===== config.mk =====
export PLATFORM = sky130hd
export DESIGN_NAME = fetch_pc_unit
export DESIGN_NICKNAME = d
export VERILOG_FILES = /design/src/rtl/mips_pkg.sv /design/src/rtl/pc_next_sel.sv /design/src/rtl/fetch_pc_unit.sv
export SDC_FILE = /design/constraint.sdc
export NUM_CORES = 1
export LEC_CHECK = 0
export ABC_AREA = 1
export CORE_MARGIN = 5
export CORE_UTILIZATION = 49
export CTS_CLUSTER_DIAMETER = 150
export DETAILED_ROUTE_END_ITERATION = 16
export GPL_TIMING_DRIVEN = 0
export PLACE_DENSITY_LB_ADDON = 0.25
export SETUP_SLACK_MARGIN = 0.15
export SYNTH_ARGS = -nofsm -noshare
export SYNTH_HDL_FRONTEND = slang
export SYNTH_HIERARCHICAL = 1
export SYNTH_SLANG_ARGS = --single-unit

===== constraint.sdc =====
create_clock -name clk -period 3.19 [get_ports clk]
set_input_delay 0.4785 -clock clk [delete_from_list [all_inputs] [get_ports clk]]
set_output_delay 0.4785 -clock clk [all_outputs]
set_load 0.01 [all_outputs]

===== src/rtl/mips_pkg.sv =====
// Shared MIPS core definitions: fetch FSM states and PC arithmetic constants.
package mips_pkg;

  typedef enum logic [1:0] {
    S_BOOT,
    S_FETCH,
    S_HOLD,
    S_ERR
  } fetch_state_e;

  localparam logic [31:0] PC_STEP    = 32'd4;
  localparam int          JUMP_IDX_W = 26;

endpackage


===== src/rtl/pc_next_sel.sv =====
// Next-PC selection: sequential, PC-relative branch or J-type jump (jump has priority).
module pc_next_sel
  import mips_pkg::*;
(
  input  logic [31:0]           pc,
  input  logic [31:0]           signimm,
  input  logic [JUMP_IDX_W-1:0] jump_idx,
  input  logic                  branch_taken,
  input  logic                  jump,
  output logic [31:0]           next_pc,
  output logic [31:0]           pc_plus4
);

  logic [31:0] branch_target;
  logic [31:0] jump_target;
  logic [31:0] selected;

  always_comb begin
    pc_plus4      = pc + PC_STEP;
    // Modulo-2^32 add: a branch may wrap around the address space.
    branch_target = pc_plus4 + (signimm << 2);
    jump_target   = {pc_plus4[31:28], jump_idx, 2'b00};
    if (jump) begin
      selected = jump_target;
    end else if (branch_taken) begin
      selected = branch_target;
    end else begin
      selected = pc_plus4;
    end
    next_pc = {selected[31:2], 2'b00};
  end

endmodule


===== src/rtl/fetch_pc_unit.sv =====
// PC register and instruction-fetch FSM with ready-based imem handshake, stall hold and timeout.
module fetch_pc_unit
  import mips_pkg::*;
#(
  parameter logic [31:0] RESET_VECTOR   = 32'h0000_0000,
  parameter int          TIMEOUT_CYCLES = 16
) (
  input  logic        clk,
  input  logic        reset,
  input  logic [31:0] imem_rdata,
  input  logic        imem_ready,
  input  logic [31:0] signimm,
  input  logic        branch_taken,
  input  logic        jump,
  input  logic        stall,
  output logic        imem_req,
  output logic [31:0] imem_addr,
  output logic [31:0] instr,
  output logic        instr_valid,
  output logic [31:0] pc,
  output logic [31:0] pc_plus4,
  output logic        fetch_error
);

  localparam int              CNT_W    = $clog2(TIMEOUT_CYCLES);
  localparam logic [CNT_W-1:0] CNT_LAST = CNT_W'(TIMEOUT_CYCLES - 1);
  localparam logic [31:0]      PC_RESET = RESET_VECTOR & ~32'd3;

  fetch_state_e     state_q, state_d;
  logic [31:0]      pc_q, pc_d;
  logic [31:0]      instr_q, instr_d;
  logic [CNT_W-1:0] cnt_q, cnt_d;
  logic             err_q, err_d;
  logic [31:0]      next_pc;

  pc_next_sel u_pc_next_sel (
    .pc           (pc_q),
    .signimm      (signimm),
    .jump_idx     (instr[JUMP_IDX_W-1:0]),
    .branch_taken (branch_taken),
    .jump         (jump),
    .next_pc      (next_pc),
    .pc_plus4     (pc_plus4)
  );

  // Output decode kept separate from next-state logic so next_pc (which depends on instr)
  // does not feed back into the block that produces instr.
  always_comb begin
    imem_req    = 1'b0;
    instr       = instr_q;
    instr_valid = 1'b0;
    case (state_q)
      S_FETCH: begin
        imem_req    = 1'b1;
        instr       = imem_rdata;
        instr_valid = imem_ready;
      end
      S_HOLD: instr_valid = 1'b1;
      default: ;
    endcase
  end

  always_comb begin
    state_d = state_q;
    pc_d    = pc_q;
    instr_d = instr_q;
    cnt_d   = cnt_q;
    err_d   = err_q;
    case (state_q)
      S_BOOT: state_d = S_FETCH;
      S_FETCH: begin
        if (imem_ready) begin
          cnt_d = '0;
          if (stall) begin
            instr_d = imem_rdata;
            state_d = S_HOLD;
          end else begin
            pc_d = next_pc;
          end
        end else if (cnt_q == CNT_LAST) begin
          err_d   = 1'b1;
          state_d = S_ERR;
        end else begin
          cnt_d = cnt_q + 1'b1;
        end
      end
      S_HOLD: begin
        if (!stall) begin
          pc_d    = next_pc;
          state_d = S_FETCH;
        end
      end
      S_ERR: ;
      default: state_d = S_BOOT;
    endcase
  end

  always_ff @(posedge clk) begin
    if (reset) begin
      state_q <= S_BOOT;
      pc_q    <= PC_RESET;
      instr_q <= '0;
      cnt_q   <= '0;
      err_q   <= 1'b0;
    end else begin
      state_q <= state_d;
      pc_q    <= pc_d;
      instr_q <= instr_d;
      cnt_q   <= cnt_d;
      err_q   <= err_d;
    end
  end

  assign imem_addr   = pc_q;
  assign pc          = pc_q;
  assign fetch_error = err_q;

endmodule


# After elaboration in Yosys (flattened, before gate mapping)
# Index checks and enable logic that the tools add are counted.
[op_classes]
n_bitwise = 1
n_eq_ne = 8
muxes = 15
reduce_logical = 8
addsub = 3
[ops]
columns = ["op", "n"]
rows = [
  ["32-bit two-way mux", 5],
  ["32-bit case mux with 2 select lines", 1],
  ["32-bit by 3-bit adder with 32-bit output, second input constant", 1],
  ["32-bit adder", 1],
  ["2-bit two-way mux", 4],
  ["4-bit two-way mux", 2],
  ["2-bit inequality test, second input constant", 3],
  ["3-bit inequality test, second input constant", 2],
  ["2-bit case mux with 3 select lines", 1],
  ["3-bit AND reduction", 2],
  ["4-bit by 1-bit adder with 4-bit output, second input constant", 1],
  ["4-bit == test, second input constant", 1],
  ["2-bit AND reduction", 2],
  ["4-bit AND reduction", 1],
  ["3-bit nonzero test", 1],
  ["2-bit by 1-bit == test with 1-bit output, second input constant", 1],
  ["2-bit == test, second input constant", 1],
  ["2-bit logical NOT", 1],
  ["1-bit case mux with 2 select lines", 1],
  ["2-bit nonzero test", 1],
  ["1-bit two-way mux", 1],
  ["1-bit NOT", 1],
]
[totals]
word_cells = 40
output_inout_bits = 131
regBits = 71

# Longest topological paths before layout
[logic_depth]
word_depth = 7
mapped_depth = 24
ltp_nobuf = 24

# Modules after synthesis
# Netlist, hierarchy kept.
[modules_own_cells]
columns = ["mod", "area_each_um2", "cells_each", "instances"]
rows = [
  ["pc_next_sel", 3422.0, 654, 1],
  ["fetch_pc_unit", 3223.1, 439, 1],
]

# Worst setup path after synthesis
# No wires, ideal clock.
[synth_path]
path_kind = "register to register"
start = "register pc_q[2], in the netlist imem_addr[2]"
end = "register pc_q[20], in the netlist imem_addr[20]"
arrival_ns = 2.784
required_time_ns = 3.077
setup_ns = 0.113
synth_period_minus_slack_ns = 2.897
path_slack_ns = 0.293
stages_incl_launch_ff = 18
path_cell_list = "dfxtp_1 > ha_1 > nand3_1 > inv_2 > nand2_1 > inv_2 > nand3_4 > xnor2_1 > ha_1 > nand2_1 > o21ai_0 > a21oi_1 > nand2_1 > or2_2 > nand2_1 > nand2_1 > o21ai_1 > nor2_1"
[synth_between]
elab_chain_cells = 7
[synth_lines]
columns = ["element", "line_no", "source"]
rows = [
  ["start, declared", "fetch_pc_unit.sv:30", "logic [31:0] pc_q, pc_d;"],
  ["start signal, assigned", "fetch_pc_unit.sv:107", "pc_q <= pc_d;"],
  ["32-bit by 3-bit adder with 32-bit output (*)", "pc_next_sel.sv:19", "pc_plus4 = pc + PC_STEP;"],
  ["via pc_plus4[18]", "fetch_pc_unit.sv:21", "output logic [31:0] pc_plus4,"],
  ["32-bit adder (*)", "pc_next_sel.sv:21", "branch_target = pc_plus4 + (signimm << 2);"],
  ["32-bit two-way mux (*)", "pc_next_sel.sv:25", "end else if (branch_taken) begin"],
  ["32-bit two-way mux (*)", "pc_next_sel.sv:23", "if (jump) begin"],
  ["via next_pc[20]", "fetch_pc_unit.sv:34", "logic [31:0] next_pc;"],
  ["32-bit two-way mux (*)", "fetch_pc_unit.sv:74, fetch_pc_unit.sv:88", ""],
  ["32-bit two-way mux", "fetch_pc_unit.sv:72", "if (imem_ready) begin"],
  ["32-bit case mux with 2 select lines (*)", "fetch_pc_unit.sv:69", "case (state_q)"],
]
# The timed path passes the listed nets; every way through them passes the cells marked *. The select of a mux whose other input is x is not followed.
# A chain may end at the register's enable or synchronous reset.

# Worst setup path after layout
[layout_path]
start = "register pc_q[3], in the netlist imem_addr[3]"
end = "register pc_q[20], in the netlist imem_addr[20]"
[layout_between]
elab_chain_cells = 7
[layout_lines]
columns = ["element", "line_no"]
rows = [
  ["32-bit by 3-bit adder with 32-bit output (*)", "pc_next_sel.sv:19"],
  ["32-bit adder", "pc_next_sel.sv:21"],
  ["32-bit two-way mux (*)", "pc_next_sel.sv:25"],
  ["32-bit two-way mux (*)", "pc_next_sel.sv:23"],
  ["via next_pc[20]", "fetch_pc_unit.sv:34"],
  ["32-bit two-way mux (*)", "fetch_pc_unit.sv:74, fetch_pc_unit.sv:88"],
  ["32-bit two-way mux", "fetch_pc_unit.sv:72"],
  ["32-bit case mux with 2 select lines (*)", "fetch_pc_unit.sv:69"],
]
# Marked as above.

==> results.yml <==
logic_synthesis:
  synthArstFlopShare_pct: 0
  synth_cells: 1093
  synth-edff-count: 0
  synth_area_leader_cell: "dfxtp_1"
  syn_area_sq_um: 6650
  yosys.cell_types.count: 46
  netlist.area_leader.share_pct: 21.4
  syn_area_per_cell_sq_um: 6.08
  synth_ff_type: "dfxtp_1"
  yosys-top-cells-area: "dfxtp_1 (21%), nand2_1 (15%), nor2_1 (7.6%), ha_1 (7.5%), inv_1 (6.9%)"
  ys_seq_area_share_pct: 21.4
  synth.ff_latch_count: 71
  ys_warn_count: 6
clocking:
  numCtsBuffers: 9
  clock-sinks: 71
  cts_tree: "yes"
  clk_path_buf_depth: 2
  clkSlewWorstSetupHoldPaths_ps: 60
  worst_skew_pair.late_latency_ps: 340
  htreeDepth: 3
  clockRootBuffer: "clkbuf_16"
worst_setup_path:
  slowest_delay_ps: 400
  worstPathMaxFanout: 6
  worst-path-buf-inv: 3
  cp.arrival_ps: 3370
  critPathLaunchType: "flop"
  crit_chain: "ha_4 -> nand3_4 -> inv_2 -> nand2_1 -> inv_2 -> nand3_4 -> buf_12 -> xnor2_4 -> ha_4 -> nand2_1 -> o21ai_0 -> a21oi_2 -> nand2_1 -> or2_2 -> nand2_1 -> nand2_1 -> o21ai_1 -> nor2_1"
  rr_endpoint: "imem_addr[20]"
  cp_slowest_cell: "dfxtp_4"
  cp-startpoint: "imem_addr[3]"
  rrSetupSlack_ps: 40
  critPathCaptureType: "flop"
  worstSetupPathDepth: 18
  cp_top_family: "simple AND/OR/NAND/NOR gates"
  path_class: "reg -> reg"
  crit_path_frequent_cell: "nand2_1"
  r2r_cells: 18
  required_ps: 3420
  r2r-start: "imem_addr[3]"
run:
  cap_violations: 0
floorplan:
  chipWidth_microns: 126
  die_h_microns: 126
  initial_core_util_pct: 50.0
  num_rows: 42
  core_area_sq_um: 13300
  fp.dieArea_sq_um: 16000
  pin_count: 201
global_routing:
  grt_pass1_wl_microns: 39400
  grt_overflow_total: 0
  grt_max_degree: 14
  antenna_found_initial: 0
  track_usage_pct: 30.2
  grt_pass1_vias: 7849
place:
  gp_congestion: 0.973
  dp_cells: 1467
  hpwlAfterDp_microns: 19500
  portBuffers: 197
drt:
  ant_nets: 0
  drt_iter0_drc: 970
  drc: 0
  first_pass_iters: 6
  wl_per_cell_microns: 18.5
  routed_wl_microns: 27900
  avgViaCountPerCell: 5.64
  via_count: 8532
timing:
  final_max_slew_viol_count: 0
  worst_slew_pin_slew_ps: 704
  clock.fmax_ghz: 0.318
  setup-violations-final: 0
  rsz0062_at_grt: "yes"
  fin_skew_ps: 5.22
  min_period_over_period_pct: 98.6
  hold_viol_final: 0
  slew_headroom_pct: 53.1
  fin_hold_ws_ps: 446
  period_needed_ps: 3150
power:
  peakVddDrop_mv: 0.441
  leakagePower_uw: 0.00445
  p_switching_uw: 3270
  pwr-share-seq_pct: 20.1
  internal_power_uw: 3960
  p_comb_share_pct: 64.7
  p_clk_share_pct: 15.2
  switching_share_pct: 45.2
  powerDensity_nw_per_um2: 711
worst_hold_path:
  min_from: "instr_q[4]"
  whs_endpoint: "instr_q[4]"
  hold_path.class: "reg -> reg"
  whs_path_depth: 2
finish:
  diodes: 0
  fin_cells: 1512
  drive_gt1_share_pct: 22.2
  fin_nets: 1442
  syn_to_final_growth_pct: 53.0
status:
  status: "finished clean"
## kinds of logic after synthesis
group           share of synthesized area (%)
buf+inv                                  14.6
other cells                            0.0564
compound gates                           19.0
xor+xnor                                 2.86
simple gates                             34.3
fa+ha+maj                                7.83
flops                                    21.4
## how the worst max path moves through the flow
stage / end / slack [ps]
after floorplan: imem_addr[20] / 290
after global placement: imem_addr[31] / -330
after detailed placement: imem_addr[27] / -420
after CTS: imem_addr[27] / 120
after global routing: imem_addr[27] / -60
final: imem_addr[20] / 40
## sequential cells by signal (all words and copies together), names as in the netlist
signal and cells:
fetch_error 1, instr_q 32, cnt_q 4, imem_addr 32
state_q 2
## worst min-delay path, cell delays in order, from the launching register on
cell and delay (ps):
dfxtp_1 300, inv_1 50, a21oi_1 50
## layer usage
metal  part of all wire, %  global-route usage [%]  up-vias
li1                      -                       -     3976
met1                    38                    38.6     3855
met2                    46                    50.4      552
met3                    11                    6.26      149
met4                   5.2                    11.0        0
met5                     0                       0        -
## power groups by stage
stage / clock network, uW / logic (uW) / registers, uW
floorplan: 0 / 2230 / 1350
global placement: 0 / 3950 / 1370
detailed placement: 0 / 3990 / 1370
CTS: 1090 / 4110 / 1400
global route: 1140 / 5020 / 1470
finish: 1100 / 4680 / 1450
## synth_stat cells (13+ instances only)
library cell and n:
inv_1 122, nand2_1 274, a21oi_1 79, ha_1 40
nor3_1 13, nand3_1 47, nor2_1 135, buf_4 47
o21ai_1 67, o21ai_0 62, dfxtp_1 71
## final cells by class
cell class,count,area [sq um]
inverter,132,498
buffer,70,472
multi-input combinational,821,4950
sequential,71,1500
clock buffer,9,225
fill,986,3130
tap,176,220
clock inverter,7,97.6
timing repair buffer,226,2200
## repair_timing
item / CTS / global route
hold buffers: 0 / 0
setup buffers: 5 / 24
hold endpoints to repair: 0 / 0
gates resized for setup: 53 / 149
pin swaps: 4 / 37
endpoints found under the setup margin: 29 / 31
## cell usage in the layout (no fill, tap or decap), types with 9 or more instances in the layout
cell / Yosys / final
dfxtp_4: 0 / 18
o21ai_0: 62 / 54
a21oi_2: 0 / 15
inv_1: 122 / 116
inv_2: 8 / 15
ha_1: 40 / 20
clkbuf_1: 12 / 12
dfxtp_1: 71 / 46
buf_4: 47 / 75
nand2_2: 6 / 28
nand4_1: 10 / 10
clkdlybuf4s50_1: 0 / 196
a21oi_1: 79 / 63
o21bai_1: 11 / 9
nor2_1: 135 / 115
nand3_1: 47 / 38
nand3_2: 2 / 10
nor2_2: 6 / 20
nand2_1: 274 / 247
o21ai_1: 67 / 69
clkbuf_16: 0 / 9
ha_4: 0 / 15
## metrics by stage
step                      instance area [sq um]  setup WS, ps  setup TNS (ps)  utilization [%]  power (uW)
after CTS                                  9400           117               0             70.7        6590
after global routing                      10200         -64.8            -185             76.5        7630
after floorplan                            6650           293               0                -        3580
after detailed placement                   8840          -417           -4650             66.5        5360
final                                     10200          45.0               0             76.5        7230
after global placement                     8840          -332           -3970             66.5        5310
Power figures use the tool's default switching activity.
